`config.mk`:
```
export PLATFORM = sky130hd
export DESIGN_NAME = multicycle_control_unit
export DESIGN_NICKNAME = d
export VERILOG_FILES = /design/src/rtl/multicycle_control_unit_pkg.sv /design/src/rtl/mcu_mem_watchdog.sv /design/src/rtl/multicycle_control_unit.sv
export SDC_FILE = /design/constraint.sdc
export NUM_CORES = 1
export LEC_CHECK = 0
export ABC_AREA = 1
export CAP_MARGIN = 5
export CORE_AREA = 2 2 52 54
export CTS_CLUSTER_SIZE = 40
export DETAILED_ROUTE_END_ITERATION = 6
export DIE_AREA = 0 0 54 56
export DONT_BUFFER_PORTS = 1
export SETUP_SLACK_MARGIN = 0.02
export SYNTH_ARGS = -nofsm -noshare
export SYNTH_HDL_FRONTEND = slang
export SYNTH_SLANG_ARGS = --single-unit
```
`constraint.sdc`:
```
create_clock -name clk -period 1.7 [get_ports clk]
set_input_delay 0.17 -clock clk [delete_from_list [all_inputs] [get_ports clk]]
set_output_delay 0.17 -clock clk [all_outputs]
set_load 0.01 [all_outputs]
```
`src/rtl/multicycle_control_unit_pkg.sv`:
```
// Shared control constants for the multi-cycle MIPS core:
// opcodes, ALU codes, FSM state codes and datapath select values.
package multicycle_control_unit_pkg;

   localparam logic [5:0] OP_RTYPE = 6'b000000;
   localparam logic [5:0] OP_ADDI  = 6'b001000;
   localparam logic [5:0] OP_ADDIU = 6'b001001;
   localparam logic [5:0] OP_LUI   = 6'b001111;
   localparam logic [5:0] OP_LW    = 6'b100011;
   localparam logic [5:0] OP_SW    = 6'b101011;
   localparam logic [5:0] OP_BEQ   = 6'b000100;
   localparam logic [5:0] OP_J     = 6'b000010;
   localparam logic [5:0] FN_ADD   = 6'b100000;
   localparam logic [5:0] FN_SRAV  = 6'b000111;

   localparam logic [3:0] ALU_NONE = 4'b0000;
   localparam logic [3:0] ALU_ADD  = 4'b0010;
   localparam logic [3:0] ALU_SUB  = 4'b0110;
   localparam logic [3:0] ALU_SRAV = 4'b1010;

   localparam logic [3:0] S_FETCH    = 4'd0;
   localparam logic [3:0] S_DECODE   = 4'd1;
   localparam logic [3:0] S_EXEC_R   = 4'd2;
   localparam logic [3:0] S_WB_R     = 4'd3;
   localparam logic [3:0] S_EXEC_I   = 4'd4;
   localparam logic [3:0] S_WB_I     = 4'd5;
   localparam logic [3:0] S_MEM_ADDR = 4'd6;
   localparam logic [3:0] S_MEM_RD   = 4'd7;
   localparam logic [3:0] S_WB_MEM   = 4'd8;
   localparam logic [3:0] S_MEM_WR   = 4'd9;
   localparam logic [3:0] S_BRANCH   = 4'd10;
   localparam logic [3:0] S_JUMP     = 4'd11;
   localparam logic [3:0] S_TRAP     = 4'd12;

   localparam logic [1:0] SRCB_RT    = 2'b00;
   localparam logic [1:0] SRCB_FOUR  = 2'b01;
   localparam logic [1:0] SRCB_IMM   = 2'b10;
   localparam logic [1:0] SRCB_IMMSH = 2'b11;

   localparam logic [1:0] PCSRC_ALU    = 2'b00;
   localparam logic [1:0] PCSRC_ALUOUT = 2'b01;
   localparam logic [1:0] PCSRC_JUMP   = 2'b10;

   localparam logic [1:0] EXT_ZERO = 2'b00;
   localparam logic [1:0] EXT_SIGN = 2'b01;
   localparam logic [1:0] EXT_LUI  = 2'b10;

   typedef struct packed {
      logic       memReq;
      logic       memWrite;
      logic       iOrD;
      logic       irWrite;
      logic       pcWrite;
      logic [1:0] pcSource;
      logic       regWrite;
      logic       waControl;
      logic       wdControl;
      logic       aluSrcA;
      logic [1:0] aluSrcB;
      logic [3:0] aluControl;
      logic [1:0] signExt;
   } ctrl_t;

   function automatic logic [3:0] dispatch(
      input logic [5:0] op,
      input logic [5:0] fn
   );
      logic [3:0] nxt;
      logic       isR;
      isR = (op == OP_RTYPE);
      nxt = S_TRAP;
      unique case (1'b1)
         isR && (fn == FN_ADD || fn == FN_SRAV):
            nxt = S_EXEC_R;
         op == OP_ADDI || op == OP_ADDIU || op == OP_LUI:
            nxt = S_EXEC_I;
         op == OP_LW || op == OP_SW:
            nxt = S_MEM_ADDR;
         op == OP_BEQ:
            nxt = S_BRANCH;
         op == OP_J:
            nxt = S_JUMP;
         default:
            nxt = S_TRAP;
      endcase
      return nxt;
   endfunction

endpackage

```
`src/rtl/mcu_mem_watchdog.sv`:
```
// Memory-wait watchdog: counts stalled request cycles and
// flags a timeout on the cycle the count would hit TIMEOUT.
module mcu_mem_watchdog #(
   parameter int TIMEOUT = 16,
   parameter int CNT_W   = 5
) (
   input  logic clk,
   input  logic rst,
   input  logic memReq,
   input  logic memReady,
   output logic timeout
);

   logic [CNT_W-1:0] cnt;
   logic             waiting;

   assign waiting = memReq && !memReady;
   assign timeout = (TIMEOUT != 0) && waiting
                 && (cnt == CNT_W'(TIMEOUT - 1));

   // Dropping memReq means the memory state was left.
   always_ff @(posedge clk) begin
      if (rst || !memReq || memReady || timeout)
         cnt <= '0;
      else if (waiting)
         cnt <= cnt + 1'b1;
   end

endmodule

```
`src/rtl/multicycle_control_unit.sv`:
```
// Multi-cycle MIPS control FSM: sequences fetch/decode/execute/
// memory/writeback and drives per-cycle datapath enables.
module multicycle_control_unit
   import multicycle_control_unit_pkg::*;
#(
   parameter int OP_W      = 6,
   parameter int ALUCTRL_W = 4,
   parameter int EXT_W     = 2,
   parameter int TIMEOUT   = 16,
   parameter int CNT_W     = 5
) (
   input  logic                 clk,
   input  logic                 rst,
   input  logic [OP_W-1:0]      opcode,
   input  logic [OP_W-1:0]      funcode,
   input  logic                 zero,
   input  logic                 mem_ready,
   output logic                 mem_req,
   output logic                 mem_write,
   output logic                 i_or_d,
   output logic                 ir_write,
   output logic                 pc_write,
   output logic [1:0]           pc_source,
   output logic                 reg_write,
   output logic                 wa_control,
   output logic                 wd_control,
   output logic                 alu_src_a,
   output logic [1:0]           alu_src_b,
   output logic [ALUCTRL_W-1:0] alu_control,
   output logic [EXT_W-1:0]     sign_ext_signal,
   output logic                 illegal,
   output logic                 bus_error,
   output logic [3:0]           busy_state
);

   logic [3:0] state;
   logic [3:0] nextState;
   logic       armed;
   logic       memReq;
   logic       timeout;
   ctrl_t      ctrl;

   // First cycle after reset is quiet so an abandoned
   // access is seen to drop before FETCH re-requests.
   assign memReq = armed && (state == S_FETCH
                          || state == S_MEM_RD
                          || state == S_MEM_WR);

   mcu_mem_watchdog #(
      .TIMEOUT (TIMEOUT),
      .CNT_W   (CNT_W)
   ) uWatchdog (
      .clk      (clk),
      .rst      (rst),
      .memReq   (memReq),
      .memReady (mem_ready),
      .timeout  (timeout)
   );

   always_comb begin
      ctrl = '0;
      ctrl.aluControl = ALU_NONE;
      ctrl.memReq = memReq;
      nextState = state;
      if (armed) begin
         unique case (state)
            S_FETCH: begin
               ctrl.aluSrcB = SRCB_FOUR;
               ctrl.aluControl = ALU_ADD;
               if (mem_ready) begin
                  ctrl.irWrite = 1'b1;
                  ctrl.pcWrite = 1'b1;
                  ctrl.pcSource = PCSRC_ALU;
                  nextState = S_DECODE;
               end else if (timeout) begin
                  nextState = S_TRAP;
               end
            end
            S_DECODE: begin
               ctrl.aluSrcB = SRCB_IMMSH;
               ctrl.signExt = EXT_SIGN;
               ctrl.aluControl = ALU_ADD;
               nextState = dispatch(opcode, funcode);
            end
            S_EXEC_R: begin
               ctrl.aluSrcA = 1'b1;
               ctrl.aluSrcB = SRCB_RT;
               ctrl.aluControl = (funcode == FN_SRAV)
                               ? ALU_SRAV : ALU_ADD;
               nextState = S_WB_R;
            end
            S_WB_R: begin
               ctrl.regWrite = 1'b1;
               ctrl.waControl = 1'b1;
               nextState = S_FETCH;
            end
            S_EXEC_I: begin
               ctrl.aluSrcA = 1'b1;
               ctrl.aluSrcB = SRCB_IMM;
               ctrl.aluControl = ALU_ADD;
               ctrl.signExt = (opcode == OP_LUI)
                            ? EXT_LUI : EXT_SIGN;
               nextState = S_WB_I;
            end
            S_WB_I: begin
               ctrl.regWrite = 1'b1;
               nextState = S_FETCH;
            end
            S_MEM_ADDR: begin
               ctrl.aluSrcA = 1'b1;
               ctrl.aluSrcB = SRCB_IMM;
               ctrl.signExt = EXT_SIGN;
               ctrl.aluControl = ALU_ADD;
               nextState = (opcode == OP_SW)
                         ? S_MEM_WR : S_MEM_RD;
            end
            S_MEM_RD: begin
               ctrl.iOrD = 1'b1;
               if (mem_ready)
                  nextState = S_WB_MEM;
               else if (timeout)
                  nextState = S_TRAP;
            end
            S_WB_MEM: begin
               ctrl.regWrite = 1'b1;
               ctrl.wdControl = 1'b1;
               nextState = S_FETCH;
            end
            S_MEM_WR: begin
               ctrl.iOrD = 1'b1;
               ctrl.memWrite = 1'b1;
               if (mem_ready)
                  nextState = S_FETCH;
               else if (timeout)
                  nextState = S_TRAP;
            end
            S_BRANCH: begin
               ctrl.aluSrcA = 1'b1;
               ctrl.aluSrcB = SRCB_RT;
               ctrl.aluControl = ALU_SUB;
               ctrl.pcSource = PCSRC_ALUOUT;
               ctrl.pcWrite = zero;
               nextState = S_FETCH;
            end
            S_JUMP: begin
               ctrl.pcWrite = 1'b1;
               ctrl.pcSource = PCSRC_JUMP;
               nextState = S_FETCH;
            end
            S_TRAP: nextState = S_TRAP;
            default: nextState = S_TRAP;
         endcase
      end
   end

   always_ff @(posedge clk) begin
      if (rst) begin
         state <= S_FETCH;
         armed <= 1'b0;
         illegal <= 1'b0;
         bus_error <= 1'b0;
      end else begin
         state <= nextState;
         armed <= 1'b1;
         if (armed && state == S_DECODE
             && nextState == S_TRAP)
            illegal <= 1'b1;
         if (timeout)
            bus_error <= 1'b1;
      end
   end

   assign mem_req = ctrl.memReq;
   assign mem_write = ctrl.memWrite;
   assign i_or_d = ctrl.iOrD;
   assign ir_write = ctrl.irWrite;
   assign pc_write = ctrl.pcWrite;
   assign pc_source = ctrl.pcSource;
   assign reg_write = ctrl.regWrite;
   assign wa_control = ctrl.waControl;
   assign wd_control = ctrl.wdControl;
   assign alu_src_a = ctrl.aluSrcA;
   assign alu_src_b = ctrl.aluSrcB;
   assign alu_control = ctrl.aluControl;
   assign sign_ext_signal = ctrl.signExt;
   assign busy_state = state;

endmodule

```
**Yosys cells after proc, flatten, opt, wreduce, memory -nomap -nowiden**

Index checks and enable logic that the tools add are counted.

- Bits in registers: 12
- Latch bits: 0
- Memory bits (writable): 0
- Bits in read-only memories: 0
- Input bits: 16
- Memories: 0

- Add/sub/neg operators: 1
- Multiply operators: 0
- Div/mod/pow operators: 0
- $lt $le $gt $ge: 0
- Equality and inequality tests: 22
- Shift operators: 0
- Mux-type cells: 23
- Bitwise gates (word level): 0
- Reduce and logical (&&, ||, !) cells: 25

Operator list:

| kind | number |
|---|---|
| 2-to-1 mux 4 bit | 8 |
| case mux 4 bit (8 select lines) | 1 |
| case mux 6 bit (5 select lines) | 1 |
| equality test 4 bit (second input constant) | 5 |
| case mux 4 bit (5 select lines) | 1 |
| equality test 6 x 4 -> 1 bit (second input constant) | 3 |
| equality test 6 bit (second input constant) | 3 |
| 2-to-1 mux 18 bit | 1 |
| equality test 4 x 3 -> 1 bit (second input constant) | 4 |
| equality test 6 x 3 -> 1 bit (second input constant) | 2 |
| logical OR 1 bit | 9 |
| case mux 3 bit (3 select lines) | 1 |
| equality test 4 x 2 -> 1 bit (second input constant) | 2 |
| 2-to-1 mux 1 bit | 8 |
| equality test 6 x 2 -> 1 bit (second input constant) | 1 |
| logical AND 1 bit | 6 |
| zero test 6 bit | 1 |
| OR reduction 2 bit | 3 |
| adder 5 x 1 -> 5 bit (second input constant) | 1 |
| equality test 5 x 4 -> 1 bit (second input constant) | 1 |
| OR reduction 5 bit | 1 |
| equality test 4 x 1 -> 1 bit (second input constant) | 1 |
| zero test 4 bit | 1 |
| case mux 2 bit (2 select lines) | 1 |
| 4 further kinds | 5 |

**Longest topological paths before layout**

- Depth in word-level cells: 12
- Mapped depth: 13
- Mapped depth without buffers: 13

**Modules after synthesis**

From an unflattened synthesis, not the netlist that was laid out.

- Cells, all modules: 196
- Area, all modules: 1067.3 sq um

By module, submodules not included:

| module | instances | cells an instance | area an instance (sq um) |
|---|---|---|---|
| multicycle_control_unit | 1 | 165 | 823.3 |
| mcu_mem_watchdog | 1 | 31 | 244.0 |

**Worst setup path before layout**

No wires, ideal clock.

- Path type: register -> output
- Start: register state[2] (netlist: busy_state[2])
- End: output port alu_control[1]
- Arrival time: 1.385 ns
- Data required time: 1.530 ns
- Slack: 0.145 ns
- Cell stages (with the launch flop): 6
- Cells stage by stage: dfxtp_1 > inv_2 > nor2_4 > nand2_1 > a41oi_1 > or2_2

- Longest elaborated chain between the ends: 4
- Elaborated cells on any way between the ends: 9
- Classes of those cells: 5 x eq/ne; 2 x mux; 2 x reduce/logical

RTL lines:

| item | RTL line | source |
|---|---|---|
| start, declared | multicycle_control_unit.sv:36 | `logic [3:0] state;` |
| start signal, assigned | multicycle_control_unit.sv:163 | `state <= nextState;` |
| equality test 4 x 3 -> 1 bit | multicycle_control_unit.sv:66 | `unique case (state)` |
| OR reduction 2 bit (no source line) | - |  |
| case mux 6 bit (5 select lines) * | multicycle_control_unit.sv:66 |  |
| 2-to-1 mux 18 bit * | multicycle_control_unit.sv:65 | `if (armed) begin` |
| end, declared | multicycle_control_unit.sv:29 | `output logic [ALUCTRL_W-1:0] alu_control,` |

Mark *: on every way between the ends. The rest lies on a longest branch, timed or not.

**Worst setup path after layout**

Same ends and word-level chain as after synthesis.

==> impl_results.md <==
- Setup_tns: 0 ns
- Final Util: 0.550
- CP endpoint: alu_control[1]
- Largest stage delay on the critical path: about 0.38 ns
- P_leak: 0.648 nW
- Die area: between 0.003 and 0.004 sq mm
- Total GRT Usage: 0.189
- Worst-Skew Late Latency: 0.28 ns
- Crit path from: busy_state[2]
- Vias in the first global route: around 1100
- Synth Cell Area: roughly 0.0011 sq mm
- Nets: 224
- Buf/Inv on CP: 2
- Net Count, Synth: between 200 and 250
- # clock sinks: 12
- CTS Buf Count: 3
- WL per Instance: 12.0 microns
- Average cell area after synthesis: between 5 and 6 sq um
- Clock slew seen by the registers of the worst setup and hold paths: 0.08 ns
- Fillers: between 200 and 300
- Crit path required time: between 1.5 and 2 ns
- Status: completed
- Initial core utilization: 0.447
- Via count: ~1200
- Drt pass-1 iters: 4
- IO buf count: 0
- Minimum clock period: roughly 1.7 ns
- I/O pins: slightly above 40
- Share of cells above drive strength 1: 0.283
- Antenna violations before repair: 0
- Clk root buf: clkbuf_4
- RR Endpoint: illegal
- DRC: 0
- Crit path kind: register to output pin
- Hpwl dp: approximately 2.2 mm
- Core ar.: about 0.0024 sq mm
- Max VDD drop: 489 uV
- Synth warn: 0
- Max FO, Critical Path: 6
- Critical Path AT: approximately 1.5 ns
- Final Setup Violations: 0
- Ant. Diodes: 0
- First-pass GRT wire length: ~4.4 mm
- Most frequent cells in the layout: nor2_1, nand2_1, inv_1
- Critical path startpoint category: register
- DRT iter0 DRCs: 15
- Rows: 18
- CTS tree: yes
- Slowest cell on the critical path: dfxtp_4
- Synth Register Bits: 12
- Clk buf depth: 2
- Global route total overflow: 0
- CTS H-tree lvls: 1
- Most common library cell in the layout ignoring fill and taps: nor2_1
- Final Cycle Share: 0.987
- Area growth syn-to-layout: 23.2%
- Delay-heaviest family, CP: flip-flops
- Pin count of the biggest net entering global routing: 20
- ANT nets after route: 0
- Slew Limit Fails: 0
- Reg2Reg Setup Slack: approximately 0.060 ns
- Critical R2R Launch: uWatchdog.cnt[1]
- DRT Wirelength: about 2.8 mm
- Sequential area share after synthesis: 0.221
- Top cell by count, worst path: buf_4
- Dpl cells: approximately 230
- Post-Syn Instances: 190
- RePlAce Congestion: between 0.8 and 0.9
- Die height: approximately 56 microns
- R2R cell count: 12
- Clock Skews: about 0.0037 ns
- Total of max-cap violations: 0
- Unique masters post-synth: 33
- Vias per cell: 5.13
- HP Class: input pin to register
- Worst path cell trace: buf_4 -> nor2_4 -> buf_4 -> nand2_2 -> a41oi_2 -> or2_4
- RSZ-0062 raised after global routing: yes
- Fin cells: 235
- Cell count along the critical path: 6
- Final Hold Fails: 0
- Die W: around 54 microns
- Final Power: roughly 0.91 mW
- Power Density: between 600 and 700 mW/mm^2
- CP Capture Type: output pin
- Fmax: ~0.60 GHz
[stage by stage]
| step | cell area (sq um) | hold WS, ns | worst slack [ns] |
|---|---|---|---|
| 5_1_grt | 1340 | 0.260 | -0.0789 |
| 2_1_floorplan | 1090 | 0.239 | 0.145 |
| 4_1_cts | 1280 | 0.248 | 0.0149 |
| 6_report | 1340 | 0.247 | 0.0213 |
| 3_3_place_gp | 1180 | 0.241 | 0.0736 |
| 3_5_place_dp | 1180 | 0.245 | 0.0294 |
[repair_timing]
item                       CTS  global route
resized for setup           12            19
pin swaps                    2            14
hold endpoints to repair     6             0
setup endpoints to repair    8             9
hold buffers                 1             0
setup buffers                2             1
[logic make-up after synthesis]
| group | Yosys count | synth area share |
|---|---|---|
| AO/OA/AOI/OAI | 13 | 0.0772 |
| XOR/XNOR | 1 | 0.00807 |
| adder cells (fa/ha/maj) | 2 | 0.0230 |
| buffers and inverters | 33 | 0.119 |
| flip-flops | 12 | 0.221 |
| other | 1 | 0.00345 |
| AND/OR/NAND/NOR | 128 | 0.548 |
[power by group]
group / leakage, nW / switching [mW] / internal [mW]
Sequential: 0.101 / 0.0243 / 0.296
Combinational: 0.526 / 0.218 / 0.144
Clock: 0.0210 / 0.0995 / 0.130
[synthesized netlist by cell type (all sizes together)]
library cell,instances,area (sq um)
a21oi,4,23.8
o21ai,2,10.0
clkbuf,1,3.75
nand3,16,97.6
a31oi,3,18.8
buf,2,12.5
or2,1,6.26
inv,28,105
xor2,1,8.76
nor2,54,223
nand2,49,201
a41oi,1,8.76
nor3,4,20.0
o211ai,2,15.0
nor3b,1,7.51
dfxtp,12,240
o21a,1,7.51
ha,2,25.0
clkinv,2,7.51
conb,1,3.75
nand4,3,40.0
[state kept, by name (all words and copies together) (netlist names)]
name / count
illegal: 1
uWatchdog.cnt: 5
bus_error: 1
armed: 1
busy_state: 4
[worst min-delay path, delay by kind of cell]
kind | cells | cell delay [ns]
simple gates | 2 | 0.22
buf+inv | 1 | 0.10
[worst min-delay path by stage]
stage | from | end | slack, ns | cells past startpoint
2_1_floorplan | rst | busy_state[0] | 0.24 | 1
4_1_cts | mem_ready | uWatchdog.cnt[4] | 0.25 | 3
3_5_place_dp | rst | busy_state[0] | 0.25 | 1
3_3_place_gp | rst | busy_state[1] | 0.24 | 1
5_1_grt | mem_ready | uWatchdog.cnt[4] | 0.26 | 3
6_report | mem_ready | uWatchdog.cnt[0] | 0.25 | 3
[area by class of cell]
class | instances | area (sq um) | share of cell area
multi-input combinational | 145 | 783 | 0.586
sequential | 12 | 254 | 0.190
inverter | 30 | 115 | 0.0861
timing repair buffer | 14 | 111 | 0.0833
tap | 30 | 37.5 | 0.0281
clock buffer | 4 | 36.3 | 0.0271
[routing by layer]
layer | track usage | vias to the layer above | share of wire
li1 | - | 620 | -
met1 | 0.216 | 541 | 0.43
met2 | 0.336 | 40 | 0.49
met3 | 0.0376 | 4 | 0.068
met4 | 0.0643 | 0 | 0.0078
met5 | 0 | - | 0
Note: power is estimated with default switching activity, not from simulation.
